===== config.mk =====
export PLATFORM = sky130hd
export DESIGN_NAME = ship_motion_ctrl
export DESIGN_NICKNAME = d
export VERILOG_FILES = /design/src/rtl/ship_motion_ctrl.sv
export SDC_FILE = /design/constraint.sdc
export NUM_CORES = 1
export LEC_CHECK = 0
export BUFFER_PORTS_ARGS = -buffer_cell sky130_fd_sc_hd__buf_2
export CAP_MARGIN = 20
export CORE_UTILIZATION = 50
export DETAILED_ROUTE_END_ITERATION = 12
export GPL_TIMING_DRIVEN = 0
export PLACE_DENSITY_LB_ADDON = 0.12
export SYNTH_ARGS = -nofsm -noshare
export SYNTH_HDL_FRONTEND = slang
export SYNTH_SLANG_ARGS = --single-unit

===== constraint.sdc =====
create_clock -name Clk -period 3.1 [get_ports Clk]
set_clock_uncertainty 0.2 [all_clocks]
set_input_delay 0.465 -clock Clk [delete_from_list [all_inputs] [get_ports Clk]]
set_output_delay 0.465 -clock Clk [all_outputs]
set_load 0.01 [all_outputs]

===== src/rtl/ship_motion_ctrl.sv =====
// Per-ship behaviour sequencer: turns player commands into sprite state, X position and HP.
// Updates only on a synchronised frame tick (3 Clk after frame_clk rises); all other cycles hold.
module ship_motion_ctrl #(
    parameter logic [9:0] X_INIT        = 10'd320,
    parameter logic [9:0] Y_INIT        = 10'd240,
    parameter logic [9:0] X_MIN         = 10'd40,
    parameter logic [9:0] X_MAX         = 10'd599,
    parameter logic [9:0] STEP          = 10'd4,
    parameter logic [5:0] ATTACK_FRAMES = 6'd24,
    parameter logic [5:0] STRIKE_FRAME  = 6'd12,
    parameter logic [5:0] HIT_FRAMES    = 6'd16,
    parameter logic [3:0] HP_INIT       = 4'd5
) (
    input  logic       Clk,
    input  logic       Reset,
    input  logic       frame_clk,
    input  logic       cmd_left,
    input  logic       cmd_right,
    input  logic       cmd_attack,
    input  logic       hit_in,
    input  logic       revive,
    output logic [5:0] ship_state,
    output logic [9:0] Ball_X_Pos,
    output logic [9:0] Ball_Y_Pos,
    output logic [3:0] hp,
    output logic [5:0] anim_cnt,
    output logic       strike,
    output logic       is_dead
);

    typedef enum logic [2:0] {
        ST_STAND      = 3'd0,
        ST_MOVE_LEFT  = 3'd1,
        ST_MOVE_RIGHT = 3'd2,
        ST_ATTACK     = 3'd3,
        ST_GET_HIT    = 3'd4,
        ST_DEAD       = 3'd5
    } state_t;

    state_t      state, state_nxt;
    logic        f1, f2, f3;
    logic        tick;
    logic [9:0]  x_q, x_nxt;
    logic [3:0]  hp_q, hp_nxt;
    logic [5:0]  anim_q, anim_nxt;
    logic        strike_nxt;
    logic [10:0] x_inc;

    assign tick = f2 & ~f3;

    always_comb begin
        state_nxt  = state;
        hp_nxt     = hp_q;
        x_nxt      = x_q;
        anim_nxt   = anim_q;
        strike_nxt = 1'b0;
        x_inc      = {1'b0, x_q} + {1'b0, STEP};

        case (state)
            ST_DEAD: begin
                if (revive) begin
                    state_nxt = ST_STAND;
                    hp_nxt    = HP_INIT;
                    x_nxt     = X_INIT;
                end
            end
            ST_GET_HIT: begin
                if (anim_q == HIT_FRAMES - 6'd1)
                    state_nxt = ST_STAND;
            end
            default: begin
                if (hit_in) begin
                    if (hp_q == 4'd1) begin
                        state_nxt = ST_DEAD;
                        hp_nxt    = 4'd0;
                    end else begin
                        state_nxt = ST_GET_HIT;
                        hp_nxt    = hp_q - 4'd1;
                    end
                end else if (state == ST_ATTACK) begin
                    if (anim_q == ATTACK_FRAMES - 6'd1)
                        state_nxt = ST_STAND;
                end else if (cmd_attack) begin
                    state_nxt = ST_ATTACK;
                end else if (cmd_right) begin
                    state_nxt = ST_MOVE_RIGHT;
                end else if (cmd_left) begin
                    state_nxt = ST_MOVE_LEFT;
                end else begin
                    state_nxt = ST_STAND;
                end
            end
        endcase

        // Clamp in 11 bits so neither edge can wrap the 10-bit coordinate
        if (state_nxt == ST_MOVE_RIGHT)
            x_nxt = (x_inc > {1'b0, X_MAX}) ? X_MAX : x_inc[9:0];
        else if (state_nxt == ST_MOVE_LEFT)
            x_nxt = ({1'b0, x_q} < ({1'b0, X_MIN} + {1'b0, STEP})) ? X_MIN : x_q - STEP;

        if (state_nxt != state)
            anim_nxt = 6'd0;
        else if (state != ST_DEAD && anim_q != 6'd63)
            anim_nxt = anim_q + 6'd1;

        strike_nxt = (state == ST_ATTACK) && (state_nxt == ST_ATTACK) &&
                     (anim_q == STRIKE_FRAME - 6'd1);
    end

    always_ff @(posedge Clk or posedge Reset) begin
        if (Reset) begin
            f1      <= 1'b0;
            f2      <= 1'b0;
            f3      <= 1'b0;
            state   <= ST_STAND;
            x_q     <= X_INIT;
            hp_q    <= HP_INIT;
            anim_q  <= 6'd0;
            strike  <= 1'b0;
            is_dead <= 1'b0;
        end else begin
            f1     <= frame_clk;
            f2     <= f1;
            f3     <= f2;
            strike <= 1'b0;
            if (tick) begin
                state   <= state_nxt;
                x_q     <= x_nxt;
                hp_q    <= hp_nxt;
                anim_q  <= anim_nxt;
                strike  <= strike_nxt;
                is_dead <= (state_nxt == ST_DEAD);
            end
        end
    end

    assign ship_state = {3'b000, state};
    assign Ball_X_Pos = x_q;
    assign Ball_Y_Pos = Y_INIT;
    assign hp         = hp_q;
    assign anim_cnt   = anim_q;

endmodule

# Word level (Yosys, flattened, before mapping)

Cells that the tools add are included.
W data, S select, Z words.

Register bits: 28
Bits in latches: 0
Bits in writable memories: 0
ROM bits: 0
Bits of input ports: 8
Memories: 0

Add/sub/neg operators: 4
$mul: 0
Divide/modulo/power cells: 0
$lt $le $gt $ge: 2
Eq/ne operators: 15
Shift-type cells: 0
Multiplexer cells: 23
Bitwise operators: 3
Reductions and logical operators: 10

Operators by type and width:

| operator                | number |
|---|---|
| $mux W10                | 6 |
| $mux W3                 | 5 |
| $eq A6 B4 Y1 const B    | 2 |
| $mux W4                 | 3 |
| $mux W6                 | 2 |
| $add A10 B3 Y11 const B | 1 |
| $gt A11 B10 Y1 const B  | 1 |
| $lt A10 B6 Y1 const B   | 1 |
| $sub A10 B3 Y10 const B | 1 |
| $eq A3 B2 Y1 const B    | 3 |
| $eq A3 B3 Y1 const B    | 3 |
| $pmux W4 S2             | 1 |
| $add A6 B1 Y6 const B   | 1 |
| $eq A6 B5 Y1 const B    | 1 |
| $ne A6 B6 Y1 const B    | 1 |
| $pmux W3 S2             | 1 |
| $reduce_bool A3 Y1      | 2 |
| $eq A4 B1 Y1 const B    | 1 |
| $mux W2                 | 2 |
| $reduce_and A4 Y1       | 1 |
| $reduce_bool A2 Y1      | 2 |
| $sub A4 B1 Y4 const B   | 1 |
| $eq A3 B1 Y1 const B    | 1 |
| $logic_and A1 B1 Y1     | 3 |
| other kinds (8)         | 11 |

# Longest topological paths before layout

Gate-level depths: netlist (run 1).

Word-level depth: 10
Mapped depth: 10
Gate-level depth less buffers: 9

# Worst setup path after synthesis (run 1)

Ideal clock, no wire load.

Path type: reg2reg
From: register hp_q[0], in the netlist hp[0]
To: register x_q[4], in the netlist Ball_X_Pos[4]
Arrival: 2134 ps
Required time: 2804 ps
Slack: 670 ps
Cell stages (with the launch flop): 9
Clock period less this slack: 2430 ps
Path through: dfstp_2 ha_1 nand2b_1 o211ai_1 a21boi_4 nand4_4 or2_4 o211a_1 nor4_2

Word-level cells in the longest chain between the ends: 7

RTL lines:

| what                                                            | RTL line | text |
|---|---|---|
| start, declared                                                 | 44       | `logic [3:0] hp_q, hp_nxt;` |
| start signal, assigned                                          | 129      | `hp_q <= hp_nxt;` |
| $eq A4 B1 Y1 (*)                                                | 73       | `if (hp_q == 4'd1) begin` |
| $mux W1 (*)                                                     | 73       |  |
| $mux W3 (*)                                                     | 72       | `if (hit_in) begin` |
| $pmux W3 S2 (*)                                                 | 59       | `case (state)` |
| $eq A3 B2 Y1 or $eq A3 B1 Y1 (tied branches)                    | 96, 98   |  |
| $reduce_bool A3 Y1 (no source line) or $mux W10 (tied branches) | n/a      |  |
| $reduce_and A3 Y1 (no source line) or $mux W10 (tied branches)  | n/a      |  |
| end signal, assigned                                            | 128      | `x_q <= x_nxt;` |
| end, declared                                                   | 43       | `logic [9:0] x_q, x_nxt;` |

Every way passes the cells marked *; elsewhere a longest branch is shown, timed or not.
A chain may end at the register's enable or synchronous reset.

# Worst setup path in the final report (run 1)

Ends and elaborated chain as after synthesis.

==> results of run 1 <==
==> per-layer routing <==
layer,vias up,track usage,routed length (um)
li1,965,-,-
met1,870,0.329,2390
met2,60,0.321,2000
met3,6,0.0372,227
met4,0,0.0452,44
met5,-,0,0
==> through the flow <==
step / total power, mW / setup WS, ps / std cells
3_5_place_dp: 1.42 / 319 / 338
6_report: 1.63 / 264 / 343
5_1_grt: 1.76 / 122 / 343
3_3_place_gp: 1.41 / 349 / 338
2_1_floorplan: 1.19 / 670 / 256
4_1_cts: 1.63 / 290 / 342
==> final timing paths <==
path,startpoint,endpoint,slack (ps)
hold / removal,Reset,Ball_X_Pos[5],-20
min in group Clk,frame_clk,f1,100
hold reg to reg,f1,f2,160
max in group asynchronous,Reset,Ball_X_Pos[8],2210
setup reg to reg,hp[0],Ball_X_Pos[4],260
setup / recovery,hp[0],Ball_X_Pos[4],260
==> layout by cell type, fill, tap and decap left out, types with 4 or more instances in the layout <==
master,n
buf_2,35
dfrtp_1,23
nand2_1,20
o21ai_0,20
nor2_1,16
buf_4,15
conb_1,13
a21oi_1,10
inv_1,9
nand3_1,8
clkbuf_1,6
nor2b_1,6
ha_1,6
nand2b_1,5
nand4_1,5
a31oi_1,5
dfstp_2,4
a21o_1,4
nor3_1,4
a22o_1,4
==> final cells by class <==
cell class                      instances  area [um2]  area share
Buffer                                 24         158      0.0639
Clock buffer                            4        45.0      0.0182
Inverter                                9        33.8      0.0137
Multi-Input combinational cell        196        1300       0.527
Sequential cell                        27         681       0.276
Tap cell                               50        62.6      0.0253
Timing Repair Buffer                   33         188      0.0760
==> state kept, by name (all words and copies together), names as in the netlist <==
| signal | cells |
|---|---|
| f2 | 1 |
| hp | 4 |
| f1 | 1 |
| state | 3 |
| f3 | 1 |
| strike | 1 |
| Ball_X_Pos | 9 |
| anim_cnt | 6 |
| is_dead | 1 |
==> worst max-delay path, cell delays in order, from the launching register on <==
cell and delay (ps):
dfstp_2 590, ha_1 180, nand2b_1 90, o211ai_1 250, a21boi_4 320, nand4_4 170, a31oi_2 370, buf_4 240
nor2_1 60, nor4_2 250
==> cell families (layout without fill, tap and decap cells) <==
family	after synthesis	in the layout	synth area share
XOR/XNOR	4	4	0.0164
AO/OA/AOI/OAI	74	74	0.252
other	2	13	0.00352
multiplexers	5	5	0.0276
AND/OR/NAND/NOR	94	94	0.256
buffers and inverters	33	70	0.0898
flip-flops	27	27	0.319
adder cells (fa/ha/maj)	6	6	0.0352
==> report_power, final <==
part | internal, mW | leakage [nW] | switching (mW)
combinational | 0.373 | 0.765 | 0.490
sequential | 0.459 | 0.340 | 0.109
clock | 0.0921 | 0.0228 | 0.107
total | 0.924 | 1.13 | 0.706
==> flow_metrics.tcl, run 1 <==
set metrics [dict create \
    antenna_found_initial 0 \
    syn_to_final_growth_pct 15.8 \
    initialDrtViolationCount 158 \
    ir_worst_vdd_v 0.000441 \
    rsz0062_at_grt "false" \
    cts-hold-fix-buffers 0 \
    start_kind "flip-flop" \
    worst_pin_slew_ps 639 \
    synth_flop_cell "dfrtp_1" \
    arrival_ps 2800 \
    cts_buffer_depth 2 \
    crit_required_ps 3070 \
    grtUsageTotal 0.218 \
    die_h_um 67.3 \
    path_clk_slew_ps 90 \
    rows 23 \
    dr_total_vias 1901 \
    synth.area.top_cells "dfrtp_1 (27%), buf_4 (5.3%), dfstp_2 (4.9%)" \
    synth.distinct_cells 70 \
    syn_area_um2 2130 \
    antenna_cells 0 \
    period_minus_slack_ps 2840 \
    synth_area_per_cell_um2 8.70 \
    wire_per_inst_um 13.6 \
    synth-edff-count 0 \
    timing.final.crit_share 0.915 \
    cts_inserted_buffers 3 \
    violations "negative hold slack" \
    placed_cell_area_um2 2400 \
    yosysSeqAreaShare 0.319 \
    initial_utilization 0.525 \
    root_buffer "clkbuf_8" \
    drtPass1Iterations 4 \
    outcome "finished with violations" \
    drv_slew 0 \
    grt_pass1_wl_mm 7.45 \
    syn_inst 245 \
    io_buffers 32 \
    dp_hpwl_mm 3.50 \
    power.density_nw_per_um2 660 \
    htreeDepth 1 \
    cp_max_fo 10 \
    core_area_um2 4060 \
    routed_wl_mm 4.66 \
    cts_sinks 27 \
    clk_latency_ps 270 \
    cts_tree "done" \
    vias_per_cell 5.54 \
    ys_seq_elements 27 \
    fp.dieW_um 67.3 \
    final_nets 308 \
    async_reset_ff_frac 1.00 \
    synth_top_area_frac 0.270 \
    grt_pass1_vias 1557 \
    yosys-top-cells-count "dfrtp_1 (23), nand2_1 (20), o21ai_0 (20)" \
    yosys_warnings 0 \
    drive_above_1_share 0.276 \
    n_fill_cell 370 \
    ant_nets 0 \
    max_cap_viol_count 0 \
    path_class "reg -> reg" \
    gp_congestion 0.822 \
    die_area_um2 4530 \
    design_area_um2 2470 \
    fin_setup_tns_ps 0 \
    cts_resized 0 \
    gr-total-overflow 0 \
    setup_viol 0 \
    endpoint_kind "flip-flop" \
    synth_top_cell_by_area "dfrtp_1" \
    fmax_mhz 353 \
    hold_slack_ps -23.1 \
    grt_max_degree 28 \
    p_leak_nw 1.13 \
    hold_path_class "in -> async" \
    hold_violations 7 \
    ff2ff_path_depth 9 \
    drc 0 \
    io_pins 46 \
    relSlewSlack 0.571 \
    yosysMostFrequentCell "dfrtp_1" \
    postLayoutCoreUtil 0.608 \
    cts_setup_buffers 0 \
]
No activity file was read; power rests on OpenSTA's default activity.
==> run 2, diff against run 1 <==
Settings changed: ABC_CLOCK_PERIOD_IN_PS from default to 2400, CORE_UTILIZATION 50 to 49.
Clock period 3.1 ns to 2.4 ns, I/O delays scaled along.
==> run 2 against run 1 <==
Effect of this change: the run ends with negative setup slack left; wire length rose by 23%; flip-flop and latch count is the same; non-clock buffer count grew 30; power up 53%; clock power increased by 33%; combinational power rose by 73%; die area rose by 2.0%; sequential power rose by 31%; critical path type unchanged.
==> flow_metrics.tcl, run 2 (same netlist as run 1, synthesis figures left out) <==
set metrics [dict create \
    hold_path_class "reg -> reg" \
    grt_max_degree 28 \
    setup_ws_ps -130 \
    drtPass1Iterations 4 \
    placed_cell_area_um2 2400 \
    slowest_stage "dfrtp_1" \
    antenna_found_initial 0 \
    gr-total-overflow 0 \
    io_pins 46 \
    wire_per_inst_um 15.4 \
    htreeDepth 1 \
    crit_required_ps 2380 \
    use_met2 0.390 \
    max_cap_viol_count 0 \
    setup_viol 15 \
    routed_wl_mm 5.73 \
    vias_per_cell 5.70 \
    die_area_um2 4620 \
    p_leak_nw 1.29 \
    final_cell_mix "buf_4 (37), buf_2 (33), dfrtp_1 (19)" \
    core_area_um2 4090 \
    hold_violations 0 \
    relSlewSlack 0.583 \
    root_buffer "clkbuf_8" \
    arrival_ps 2510 \
    gp_congestion 0.813 \
    met1_usage 0.353 \
    cts_buffer_depth 2 \
    grt_pass1_vias 1878 \
    cp_max_fo 8 \
    violations "negative setup slack" \
    timing.final.crit_share 1.05 \
    drive_above_1_share 0.418 \
    design_area_um2 2890 \
    cts_sinks 27 \
    grt-busiest-layer "met2" \
    cts_tree "done" \
    cts_inserted_buffers 3 \
    path_clk_slew_ps 100 \
    fp.dieW_um 68.0 \
    fmax_mhz 395 \
    clk_latency_ps 270 \
    initial_utilization 0.522 \
    multiInputGateArea_um2 1450 \
    syn_to_final_growth_pct 35.4 \
    grt_pass1_wl_mm 8.72 \
    dp_hpwl_mm 3.55 \
    dr_total_vias 2126 \
    total_power_mw 2.50 \
    path_class "reg -> reg" \
    io_buffers 32 \
    final_common_cell "buf_4" \
    grtUsageTotal 0.248 \
    seqCellArea_um2 686 \
    start_kind "flip-flop" \
    largest_register_ffs 9 \
    ir_worst_vdd_v 0.000523 \
    initialDrtViolationCount 188 \
    drv_slew 0 \
    ant_nets 0 \
    path_cells "ha_4 -> nand4bb_1 -> or3_4 -> o211ai_4 -> nand4_4 -> a31oi_4 -> buf_6 -> nor2_4 -> nor4_4" \
    rows 23 \
    antenna_cells 0 \
    n_fill_cell 303 \
    fin_setup_tns_ps -844 \
    die_h_um 68.0 \
    power.density_nw_per_um2 866 \
    drc 0 \
    critPathMaxStageDelay_ps 430 \
    outcome "finished with violations" \
    endpoint_kind "flip-flop" \
    rsz0062_at_grt "true" \
    period_minus_slack_ps 2530 \
    globalRouteMet3Util 0.0383 \
    worst_pin_slew_ps 621 \
    final_nets 338 \
]
[run 2: cell types whose count changed in the layout (fill, tap and decap cells not counted), sizes merged]
cell,delta
buf,+28
dlygate4sd3,+2
[run 2: layout make-up]
| cell class | count | share of cell area |
|---|---|---|
| Clock buffer | 4 | 0.0156 |
| Buffer | 24 | 0.0616 |
| Multi-Input combinational cell | 196 | 0.504 |
| Tap cell | 50 | 0.0217 |
| Timing Repair Buffer | 63 | 0.148 |
| Inverter | 9 | 0.0117 |
| Sequential cell | 27 | 0.238 |
[run 2: worst max-delay path, delay by kind of cell (launching register included)]
kind	cells	cell delay, ps
fa+ha+maj	1	160
flops	1	430
buf+inv	1	200
compound gates	2	390
simple gates	5	1050
[run 2: stage by stage]
stage | utilization | setup slack, ps | instances | hold WS, ps
6_report | 0.706 | -130 | 373 | 159
5_1_grt | 0.706 | -216 | 373 | 167
4_1_cts | 0.655 | -53.1 | 360 | 165
3_5_place_dp | 0.587 | -422 | 338 | 140
3_3_place_gp | 0.587 | -373 | 338 | 138
2_1_floorplan | - | -29.8 | 256 | 131
[run 2: per-layer routing]
metal | routed length [um] | vias to the layer above | part of all wire
li1 | - | 1027 | -
met4 | 48 | 0 | 0.0084
met5 | 0 | - | 0
met2 | 2720 | 73 | 0.47
met1 | 2650 | 1020 | 0.46
met3 | 316 | 6 | 0.055
[run 2: final timing paths]
kind	start	end	slack, ps	cells past startpoint
setup reg to reg	anim_cnt[1]	Ball_X_Pos[4]	-130	9
hold reg to reg	f1	f2	160	0
setup / recovery	anim_cnt[1]	Ball_X_Pos[4]	-130	9
max in group asynchronous	Reset	Ball_X_Pos[8]	910	4
hold / removal	f1	f2	160	0
min in group asynchronous	Reset	anim_cnt[3]	490	3
[run 2: power by group]
group	internal [mW]	switching, mW	total (mW)
Sequential	0.597	0.145	0.742
Clock	0.119	0.146	0.265
Combinational	0.695	0.796	1.49
Total	1.41	1.09	2.50
[run 2: repair_timing]
action                     CTS  global route
hold buffers                 1             1
hold endpoints to repair     1            11
pin swaps                   17            11
gates cloned                 0             0
buffers inserted            17            11
setup endpoints to repair   15            15
gates resized for setup     25            27
==> run 3, diff against run 2 <==
Settings changed: ABC_AREA from default to 1, CORE_UTILIZATION 49 to 50, RECOVER_POWER from default to 25.
==> run 3 against run 2 <==
Effect of this change: the flow now finishes without violations; non-clock buffer count is 33 lower; critical endpoint is now anim_cnt[3]; wire length is 21% lower; global-route usage is 3.1 points lower; synthesized cell count is 27% higher; critical path depth is 5 higher; utilization is 9.2 points lower; flip-flop and latch count stayed put; clock power is 4% higher; design area is 14% lower; hold slack better by 3.2 ps.
==> flow_metrics.tcl, run 3 <==
set metrics [dict create \
    drtPass1Iterations 5 \
    endpoint_kind "flip-flop" \
    syn_inst 312 \
    drive_above_1_share 0.235 \
    hold_violations 0 \
    period_minus_slack_ps 2230 \
    wire_per_inst_um 11.0 \
    synth.distinct_cells 35 \
    cts_buffer_depth 2 \
    yosysSeqAreaShare 0.317 \
    grtUsageTotal 0.217 \
    rows 23 \
    core_area_um2 4060 \
    synth.area.top_cells "dfrtp_1 (27%), nand2_1 (15%), inv_1 (7.0%)" \
    dr_total_vias 1988 \
    regToRegStartpoint "anim_cnt[0]" \
    start_kind "flip-flop" \
    hold_path.startpoint "f1" \
    multiInputGateArea_um2 1210 \
    yosys_warnings 0 \
    crit_required_ps 2390 \
    p_leak_nw 1.41 \
    cp_max_fo 5 \
    path_clk_slew_ps 100 \
    r2r_setup_slack_ps 170 \
    path_class "reg -> reg" \
    vias_per_cell 4.83 \
    synth_top_cell_by_area "dfrtp_1" \
    ant_nets 0 \
    setup_ws_ps 172 \
    antenna_cells 0 \
    rsz0062_at_grt "false" \
    relSlewSlack 0.617 \
    root_buffer "clkbuf_8" \
    cts_tree "done" \
    min_to "f2" \
    initial_utilization 0.529 \
    fin_setup_tns_ps 0 \
    largest_register_ffs 9 \
    fmax_mhz 449 \
    arrival_ps 2210 \
    clk_latency_ps 280 \
    yosysMostFrequentCell "nand2_1" \
    final_nets 377 \
    seqCellArea_um2 682 \
    hold_path_class "reg -> reg" \
    final_cell_mix "nand2_1 (86), inv_1 (40), nor2_1 (32)" \
    power.density_nw_per_um2 920 \
    fp.dieW_um 67.5 \
    outcome "complete, no violations" \
    synth-edff-count 0 \
    final_common_cell "nand2_1" \
    synth_flop_cell "dfrtp_1" \
    cts_sinks 27 \
    gp_congestion 0.862 \
    htreeDepth 1 \
    initialDrtViolationCount 88 \
    r2r-end "anim_cnt[3]" \
    dp_hpwl_mm 3.44 \
    cts_setup_buffers 0 \
    grt_max_degree 28 \
    drc 0 \
    drv_slew 0 \
    timing.final.crit_share 0.928 \
    worst_pin_slew_ps 574 \
    ys_seq_elements 27 \
    place_ws_ps 201 \
    gr-total-overflow 0 \
    hold_depth 0 \
    yosys-top-cells-count "nand2_1 (86), inv_1 (40), nor2_1 (33)" \
    grt_pass1_vias 1687 \
    n_fill_cell 412 \
    io_pins 46 \
    synth_top_area_frac 0.268 \
    grt_pass1_wl_mm 7.51 \
    die_h_um 67.5 \
    routed_wl_mm 4.54 \
    async_reset_ff_frac 1.00 \
    setup_viol 0 \
    ir_worst_vdd_v 0.000492 \
    ff2ff_path_depth 14 \
    max_cap_viol_count 0 \
    antenna_found_initial 0 \
    io_buffers 32 \
    die_area_um2 4560 \
    synth_area_per_cell_um2 6.88 \
    syn_to_final_growth_pct 16.1 \
    syn_area_um2 2150 \
    cts_inserted_buffers 3 \
]
run 3: cell types whose count changed after synthesis, moves of 5 or more:
cell,delta
nand4_1,+5
xor2_1,+6
nand2b_1,-5
nor2_1,+17
nand2_1,+66
nand3_1,+11
inv_1,+31
a31oi_1,-5
nor2b_1,-6
nand2_2,+8
o21ai_0,-10
run 3: worst max-delay path by stage:
stage,end,start
3_3_place_gp,Ball_X_Pos[2],Ball_X_Pos[2]
4_1_cts,Ball_X_Pos[0],anim_cnt[0]
3_5_place_dp,anim_cnt[3],anim_cnt[0]
2_1_floorplan,Ball_X_Pos[2],anim_cnt[0]
5_1_grt,Ball_X_Pos[2],anim_cnt[0]
6_report,anim_cnt[3],anim_cnt[0]
run 3: critical path, cell delays in order, from the launching register on:
cell     delay (ps)
dfrtp_1         450
ha_1            270
nand3_1         140
nor2_1          140
nor2_1           60
nor2_2          160
inv_1            70
nand2_1          60
nand2_1          50
nor2_2          170
nand2_2         110
nand2_2          90
nand2_2          60
nand2_1          60
nand2_1          50
run 3: cell families after synthesis:
family,Yosys count,synth area share
AND/OR/NAND/NOR,176,0.379
buffers and inverters,63,0.141
flip-flops,27,0.317
AO/OA/AOI/OAI,26,0.0723
XOR/XNOR,12,0.0525
adder cells (fa/ha/maj),6,0.0350
other,2,0.00350
run 3: what timing repair did:
action,in CTS,in global routing
hold buffers,1,1
endpoints found under the setup margin,0,3
resized for setup,0,2
endpoints found under the hold margin,1,13
run 3: area by class of cell:
cell class / count / share of cell area
timing repair buffer: 35 / 0.0768
buffer: 19 / 0.0552
clock buffer: 3 / 0.0166
sequential: 27 / 0.274
tap: 50 / 0.0251
inverter: 44 / 0.0663
multi-input combinational: 233 / 0.484
clock inverter: 1 / 0.00201
run 3: report_power, final:
group / total, mW / internal (mW) / switching (mW)
Combinational: 1.28 / 0.483 / 0.799
Clock: 0.275 / 0.117 / 0.158
Sequential: 0.737 / 0.602 / 0.135
Total: 2.29 / 1.20 / 1.09
run 3: per-layer routing:
| metal | vias to the layer above | track usage | share of wire |
|---|---|---|---|
| met5 | - | 0 | 0 |
| met4 | 0 | 0.0532 | 0.0099 |
| met3 | 5 | 0.0304 | 0.043 |
| met2 | 58 | 0.343 | 0.44 |
| met1 | 873 | 0.309 | 0.50 |
| li1 | 1052 | - | - |
run 3: metrics by stage:
stage	util	std cells	hold WS, ps	instance area [um2]	total power, mW
2_1_floorplan	-	323	131	2190	1.69
3_3_place_gp	0.594	405	138	2410	1.99
3_5_place_dp	0.594	405	146	2410	2.01
4_1_cts	0.608	410	162	2470	2.29
5_1_grt	0.614	412	180	2490	2.51
6_report	0.614	412	162	2490	2.29
